### src/rtl/spi_pkg.sv
// Shared SPI transfer types and constants.
// State encoding, direction codes and bit counts used by spi_xfer_ctrl.
package spi_pkg;

  typedef enum logic [1:0] {
    IDLE,
    SETUP,
    HIGH,
    LOW
  } state_t;

  localparam logic       SPI_DIR_READ  = 1'b1;
  localparam logic       SPI_DIR_WRITE = 1'b0;
  localparam logic [5:0] SPI_RD_BITS   = 6'd8;
  localparam logic [5:0] SPI_WR_BITS   = 6'd32;

  function automatic logic [5:0] xfer_bits(input logic dir);
    return (dir == SPI_DIR_READ) ? SPI_RD_BITS : SPI_WR_BITS;
  endfunction

endpackage

### src/rtl/spi_xfer_ctrl_if.sv
// Request/response bundle between a host and spi_xfer_ctrl.
// cs_hold exists only when SPI_CS_HOLD_EN is defined.
interface spi_xfer_ctrl_if;

  logic        start;
  logic        dir;
  logic [31:0] tx_data;
`ifdef SPI_CS_HOLD_EN
  logic        cs_hold;
`endif
  logic        busy;
  logic        done;
  logic [7:0]  rx_data;

  modport master (
`ifdef SPI_CS_HOLD_EN
    output cs_hold,
`endif
    output start, dir, tx_data,
    input  busy, done, rx_data
  );

  modport slave (
`ifdef SPI_CS_HOLD_EN
    input  cs_hold,
`endif
    input  start, dir, tx_data,
    output busy, done, rx_data
  );

endinterface

### src/rtl/spi_clk_div.sv
// Phase timer: loadable down-counter, tick on the last
// cycle of every CLK_DIV-cycle phase.
module spi_clk_div #(
  parameter int CLK_DIV = 4
) (
  input  logic clk,
  input  logic reset,
  input  logic load,
  output logic tick
);

  localparam logic [7:0] RELOAD = 8'(CLK_DIV - 1);

  logic [7:0] cnt;

  assign tick = (cnt == 8'd0);

  // Reload at transfer start and at each phase end.
  always_ff @(posedge clk) begin
    if (reset) begin
      cnt <= 8'd0;
    end else if (load || tick) begin
      cnt <= RELOAD;
    end else begin
      cnt <= cnt - 8'd1;
    end
  end

endmodule

### src/rtl/spi_xfer_ctrl.sv
// SPI mode-0 master: 32-bit writes, 8-bit reads.
// Optional SPI_CS_HOLD_EN keeps cs_n low across transfers.
module spi_xfer_ctrl
  import spi_pkg::*;
#(
  parameter int CLK_DIV = 4
) (
  input  logic            clk,
  input  logic            reset,
  spi_xfer_ctrl_if.slave  bus,
  output logic            sclk,
  output logic            mosi,
  input  logic            miso,
  output logic            cs_n
);

  state_t      state;
  logic        dir_q;
  logic [31:0] tx_q;
  logic [7:0]  sh;
  logic [5:0]  bit_cnt;
  logic        tick;
  logic        load;
`ifdef SPI_CS_HOLD_EN
  logic        hold_q;
`endif

  assign load = (state == IDLE) && bus.start;

  spi_clk_div #(
    .CLK_DIV (CLK_DIV)
  ) u_div (
    .clk   (clk),
    .reset (reset),
    .load  (load),
    .tick  (tick)
  );

  // Transfer sequencer with registered SPI pins and status.
  always_ff @(posedge clk) begin
    if (reset) begin
      state       <= IDLE;
      bus.busy    <= 1'b0;
      bus.done    <= 1'b0;
      bus.rx_data <= 8'd0;
      cs_n        <= 1'b1;
      sclk        <= 1'b0;
      mosi        <= 1'b0;
      dir_q       <= 1'b0;
      tx_q        <= 32'd0;
      sh          <= 8'd0;
      bit_cnt     <= 6'd0;
`ifdef SPI_CS_HOLD_EN
      hold_q      <= 1'b0;
`endif
    end else begin
      bus.done <= 1'b0;
      unique case (state)
        IDLE: begin
          if (bus.start) begin
            state    <= SETUP;
            bus.busy <= 1'b1;
            cs_n     <= 1'b0;
            sclk     <= 1'b0;
            dir_q    <= bus.dir;
            tx_q     <= {bus.tx_data[30:0], 1'b0};
            bit_cnt  <= 6'd0;
            if (bus.dir == SPI_DIR_READ) begin
              mosi <= 1'b1;
            end else begin
              mosi <= bus.tx_data[31];
            end
`ifdef SPI_CS_HOLD_EN
            hold_q   <= bus.cs_hold;
`endif
          end
        end
        SETUP: begin
          if (tick) begin
            state <= HIGH;
            sclk  <= 1'b1;
            sh    <= {sh[6:0], miso};
          end
        end
        HIGH: begin
          if (tick) begin
            state   <= LOW;
            sclk    <= 1'b0;
            bit_cnt <= bit_cnt + 6'd1;
            if (dir_q == SPI_DIR_WRITE) begin
              mosi <= tx_q[31];
              tx_q <= {tx_q[30:0], 1'b0};
            end
          end
        end
        LOW: begin
          if (tick) begin
            if (bit_cnt == xfer_bits(dir_q)) begin
              state    <= IDLE;
              bus.busy <= 1'b0;
              bus.done <= 1'b1;
              mosi     <= 1'b0;
`ifdef SPI_CS_HOLD_EN
              cs_n     <= ~hold_q;
`else
              cs_n     <= 1'b1;
`endif
              if (dir_q == SPI_DIR_READ) begin
                bus.rx_data <= sh;
              end
            end else begin
              state <= HIGH;
              sclk  <= 1'b1;
              sh    <= {sh[6:0], miso};
            end
          end
        end
        default: state <= IDLE;
      endcase
    end
  end

endmodule

### src/flat_wrapper.sv
// flat-port wrapper written by rule: the top's interface ports become plain ports
module spi_xfer_ctrl_flat import spi_pkg::*;
#(
  parameter int CLK_DIV = 4
)
  (clk, reset, sclk, mosi, miso, cs_n, bus_start, bus_dir, bus_tx_data, bus_busy, bus_done, bus_rx_data);
  spi_xfer_ctrl_if bus_i ();
  input  logic clk;
  input  logic reset;
  output logic sclk;
  output logic mosi;
  input  logic miso;
  output logic cs_n;
  input wire logic [$bits(bus_i.start)-1:0] bus_start;
  input wire logic [$bits(bus_i.dir)-1:0] bus_dir;
  input wire logic [$bits(bus_i.tx_data)-1:0] bus_tx_data;
  output wire logic [$bits(bus_i.busy)-1:0] bus_busy;
  output wire logic [$bits(bus_i.done)-1:0] bus_done;
  output wire logic [$bits(bus_i.rx_data)-1:0] bus_rx_data;
  assign bus_i.start = bus_start;
  assign bus_i.dir = bus_dir;
  assign bus_i.tx_data = bus_tx_data;
  assign bus_busy = bus_i.busy;
  assign bus_done = bus_i.done;
  assign bus_rx_data = bus_i.rx_data;
  spi_xfer_ctrl #(.CLK_DIV(CLK_DIV)) u_core (.clk(clk), .reset(reset), .bus(bus_i), .sclk(sclk), .mosi(mosi), .miso(miso), .cs_n(cs_n));
endmodule
### config.mk
export PLATFORM = sky130hd
export DESIGN_NAME = spi_xfer_ctrl_flat
export DESIGN_NICKNAME = d
export VERILOG_FILES = /design/src/rtl/spi_pkg.sv /design/src/rtl/spi_xfer_ctrl_if.sv /design/src/rtl/spi_clk_div.sv /design/src/rtl/spi_xfer_ctrl.sv /design/src/flat_wrapper.sv
export SDC_FILE = /design/constraint.sdc
export NUM_CORES = 1
export LEC_CHECK = 0
export CAP_MARGIN = 0
export CORE_MARGIN = 2
export CORE_UTILIZATION = 50
export DETAILED_ROUTE_END_ITERATION = 6
export PLACE_DENSITY = 0.8
export SYNTH_ARGS = -nofsm -noshare
export SYNTH_HDL_FRONTEND = slang
export SYNTH_SLANG_ARGS = --single-unit
### constraint.sdc
create_clock -name clk -period 2.5 [get_ports clk]
set_input_delay 0.5 -clock clk [delete_from_list [all_inputs] [get_ports clk]]
set_output_delay 0.5 -clock clk [all_outputs]
set_load 0.02 [all_outputs]
Word-level counts from Yosys, hierarchy flattened
Index checks and enable logic that the tools add are counted.
{"block": "word_totals", "ff_bits": 70, "output_inout_bits": 13, "word_cells": 85}
{"block": "classes", "add_sub_neg": 2, "n_eq_ne": 11, "n_mux": 38, "n_bitwise": 2, "reduce_logical": 19}
{"cell": "32-bit 2-to-1 mux", "count": 3}
{"cell": "32-bit one-hot mux with 2 select lines", "count": 1}
{"cell": "8-bit 2-to-1 mux", "count": 3}
{"cell": "4-bit AND reduction", "count": 5}
{"cell": "6-bit 2-to-1 mux", "count": 3}
{"cell": "8-bit one-hot mux with 2 select lines", "count": 1}
{"cell": "1-bit 2-to-1 mux", "count": 15}
{"cell": "2-bit 2-to-1 mux", "count": 6}
{"cell": "2-bit != test, second input constant", "count": 6}
{"cell": "6-bit one-hot mux with 2 select lines", "count": 1}
{"cell": "8-bit logical NOT", "count": 1}
{"cell": "2-bit one-hot mux with 4 select lines", "count": 1}
{"cell": "8-bit by 1-bit subtractor with 8-bit output, second input constant", "count": 1}
{"cell": "6-bit by 1-bit adder with 6-bit output, second input constant", "count": 1}
{"cell": "6-bit equality test", "count": 1}
{"cell": "6-bit AND reduction", "count": 1}
{"cell": "2-bit nonzero test", "count": 3}
{"cell": "5-bit AND reduction", "count": 1}
{"cell": "2-bit equality test, second input constant", "count": 2}
{"cell": "1-bit one-hot mux with 2 select lines", "count": 2}
{"cell": "1-bit one-hot mux with 4 select lines", "count": 1}
{"cell": "1-bit one-hot mux with 3 select lines", "count": 1}
{"cell": "3-bit AND reduction", "count": 1}
{"cell": "3-bit nonzero test", "count": 1}
{"cell": "other kinds (9)", "count": 10}

Logic depth before layout (Yosys ltp)
{"block": "depth", "ltp_word": 5, "mapped_depth": 8}

By module
From an unflattened synthesis, not the netlist that was laid out.
{"block": "hier_totals", "hier_cells": 339, "area_unflattened_um2": 3196.8}
{"mod": "spi_xfer_ctrl", "n_inst": 1, "cells_per_inst": 297, "area_per_inst_um2": 2792.7, "seq_area_each_um2": 1221.2}
{"mod": "spi_clk_div", "n_inst": 1, "cells_per_inst": 42, "area_per_inst_um2": 404.1, "seq_area_each_um2": 160.2}

Worst setup path before layout
OpenSTA, ideal clock, no wires.
{"block": "synth_timing", "kind": "register -> register", "startpoint": "register u_core.u_div.cnt[0]", "endpoint": "register u_core.tx_q[10]", "arrival_time_ps": 1943, "required_ps": 2343, "path_slack_ps": 399, "path_stages_with_launch": 8, "n_path_buf": 2, "period_less_slack_ps": 2101, "cell_sequence": "dfxtp_1 inv_1 ha_1 or4b_1 buf_2 o32ai_4 buf_2 a311oi_2"}
{"block": "synth_between", "elab_chain_len": 3}
{"item": "from (decl)", "line_no": "spi_clk_div.sv:14", "source": "logic [7:0] cnt;"}
{"item": "from (signal assigned)", "line_no": "spi_clk_div.sv:25", "source": "cnt <= cnt - 8'd1;"}
{"item": "8-bit logical NOT", "line_no": "spi_clk_div.sv:16", "source": "assign tick = (cnt == 8'd0);"}
{"item": "2-bit != test (no source line)"}
{"item": "4-bit AND reduction (no source line)"}
{"item": "to (signal assigned)", "line_no": "spi_xfer_ctrl.sv:66", "source": "tx_q <= {bus.tx_data[30:0], 1'b0};"}
{"item": "to (signal assigned)", "line_no": "spi_xfer_ctrl.sv:92", "source": "tx_q <= {tx_q[30:0], 1'b0};"}
{"item": "to (decl)", "line_no": "spi_xfer_ctrl.sv:19", "source": "logic [31:0] tx_q;"}
No other way between the ends.
A chain may end at the register's enable or synchronous reset.

Worst setup path in the final report
{"block": "layout_timing", "startpoint": "register u_core.u_div.cnt[0]", "endpoint": "register u_core.tx_q[15]"}
The elaborated chain is that of the path after synthesis.

==> metrics <==
fin crit period=2291 ps; synthesized cell area=3319 um^2; Synth Register Bits=69; CTS tree=yes; delay-heaviest family, CP=compound AO/OA/AOI/OAI gates; EDFF count, synth=0; DPL Wire Length=4887 um; Buf/Inv on CP=2; pwr/cell area=756.5 nW/um^2; # DRC=0; Avg Cell Area, Syn=9.850 um^2; Fin Hold WS=469.0 ps; commonest cells in the synthesized netlist=dfxtp_1, a21oi_1, mux2i_1; top sig layer=met4; startpoint class of the critical path=register; starting DRC count in detailed routing=126; Setup violations, final=0; critical path class=register to register; Slew Limit Fails=0; chip width=85.48 um; Clock Tree Buf Depth=2; io pins=50; Initial Utilization=0.5198; post-route cell area=4036 um^2; grt total ovfl=0; Slew @ Worst Pin=802.5 ps; row cnt=29; routability congestion estimate=0.8217; initial antenna violation count=0; Crit-path slowest cell=or4b_1; Final nets=416; largest net degree at the start of global routing=62; Cell Area, Placed=3846 um^2; unrepaired setup endpoints after global routing=false; Num CTS Buffers=9; Hold Buf Count CTS=0; CP cell instances=inv_1 -> ha_1 -> or4b_1 -> o32ai_4 -> buf_12 -> a21oi_1 -> a311oi_2; TNS Setup=0 ps; met3 wire len=240 um; Seq/Total Area, Yosys=0.4161; synth-to-layout area growth=21.60%; Reg clk slew, reported paths=70 ps; worst vdd ir=0.5010 mV; Yosys warning count=0; total power draw=3.054 mW; Root Buffer=clkbuf_8; Final ANT Viol Nets=0; DR WL/cell=15.68 um; Slew HR=0.4626; top_reg_cell synth=dfxtp_1; LEAKAGE=1.322 nW; Met2 Routed Length=3422 um; Yosys top cell area share=0.4161; final worst-path cycle share=0.9164; Unique masters post-synth=42; Worst Hold Class=register to register; vias in the first global route=2,639; Vias/cell=5.963; status=completed; Synth area leaders=dfxtp_1, a311oi_2, mux2i_1; ant diodes=0; final hold viol count=0; CP Data Arrival Time=2540 ps; Routed Wire Length=7182 um; ys async rst share=0; worst stage delay on the critical path=530 ps; Max-cap violations=0; first-pass GRT wire length=12,480 um; reg2reg setup slack=210 ps; clock sink count=69; DR vias=2,731; most instantiated library cell after synthesis=dfxtp_1; element type at the critical path end=register; layout cells sized above 1=0.1601; clk_lat worst skew=340 ps; core area=6386 um^2; cells after synthesis=337; chip height=85.48 um; Post-Syn Nets=377; leading area contributor after synthesis=dfxtp_1; non-filler instance count after layout=458; Max Fclk=0.4365 GHz; GRT Total Usage=0.2122; port bufs=49; CP required=2750 ps; Placed Cells=442; drt first pass iters=4; wl on met1=3359 um; post-CTS sizing=0; Fin Clk Skew=10.55 ps; setup bufs post-CTS=0; Crit Path Max Fanout=61; die area=7307 um^2; htree depth=3
## worst register-to-register path, delay by kind of cell, from the launching register on
kind	cells	cell delay (ps)
buffers and inverters	2	380
and+or+nand+nor	1	530
AOI/OAI and AO/OA	3	750
adders and majority gates	1	220
DFF	1	330
## report_power, final
| part | internal [mW] | leakage (nW) | switching [mW] |
|---|---|---|---|
| Combinational | 0.367 | 0.657 | 0.477 |
| Clock | 0.455 | 0.0987 | 0.426 |
| Sequential | 1.23 | 0.566 | 0.0961 |
| Total | 2.05 | 1.32 | 0.999 |
## through the flow
step / utilization / setup WS [ps]
floorplan: - / 399.2
global placement: 0.6023 / 326.0
detailed placement: 0.6023 / 232.7
CTS: 0.6321 / 203.6
global route: 0.6321 / 36.37
finish: 0.6321 / 209.0
## final cells by class
class,instances,area (um^2)
clock buffers,9,123.9
clock inverters,7,66.31
fillers,539,2350
inverters,8,30.03
multi-input cells,228,1757
flip-flops and latches,69,1383
well taps,77,96.34
repair buffers,60,580.6
## registers in the layout, indices dropped and copies added (netlist names)
signal              cells
u_core.cs_n             1
u_core.state            2
u_core.sclk             1
u_core.u_div.cnt        8
u_core.bus.busy         1
u_core.mosi             1
u_core.bus.done         1
u_core.sh               8
u_core.bus.rx_data      8
u_core.tx_q            31
u_core.bit_cnt          6
u_core.dir_q            1
## routing by layer
metal | GRT usage | vias to the layer above
li1 | - | 1361
met1 | 0.2851 | 1291
met2 | 0.3331 | 65
met3 | 0.03599 | 14
met4 | 0.09812 | 0
met5 | 0 | -
## worst paths after layout
check,from,to,depth (start not counted)
worst min-delay path,u_core.bus.rx_data[7],u_core.bus.rx_data[7],2
worst max register to register,u_core.u_div.cnt[0],u_core.tx_q[15],7
worst min register to register,u_core.bus.rx_data[7],u_core.bus.rx_data[7],2
worst max-delay path,u_core.u_div.cnt[0],u_core.tx_q[15],7
## cells in the final DEF, fill, tap and decap left out, types with 8 or more instances in the layout
| cell | instances |
|---|---|
| dfxtp_1 | 68 |
| nand2_1 | 8 |
| o21ai_0 | 10 |
| mux2i_1 | 31 |
| o31ai_1 | 9 |
| clkdlybuf4s50_1 | 48 |
| clkbuf_8 | 9 |
| nor2_1 | 17 |
| a311oi_2 | 29 |
| buf_4 | 10 |
| a21oi_1 | 53 |
| nand3_1 | 10 |
| xnor2_1 | 8 |
| nand4_1 | 8 |
## cells by family (layout without fill, tap and decap cells)
| group | count (synthesis) | after routing | synth area share |
|---|---|---|---|
| compound gates | 118 | 118 | 0.2925 |
| xor+xnor | 8 | 8 | 0.02111 |
| fa+ha+maj | 3 | 3 | 0.01131 |
| buf+inv | 40 | 84 | 0.05465 |
| flops | 69 | 69 | 0.4161 |
| mux | 31 | 31 | 0.09348 |
| simple gates | 68 | 68 | 0.1108 |
Power figures use the tool's default switching activity.
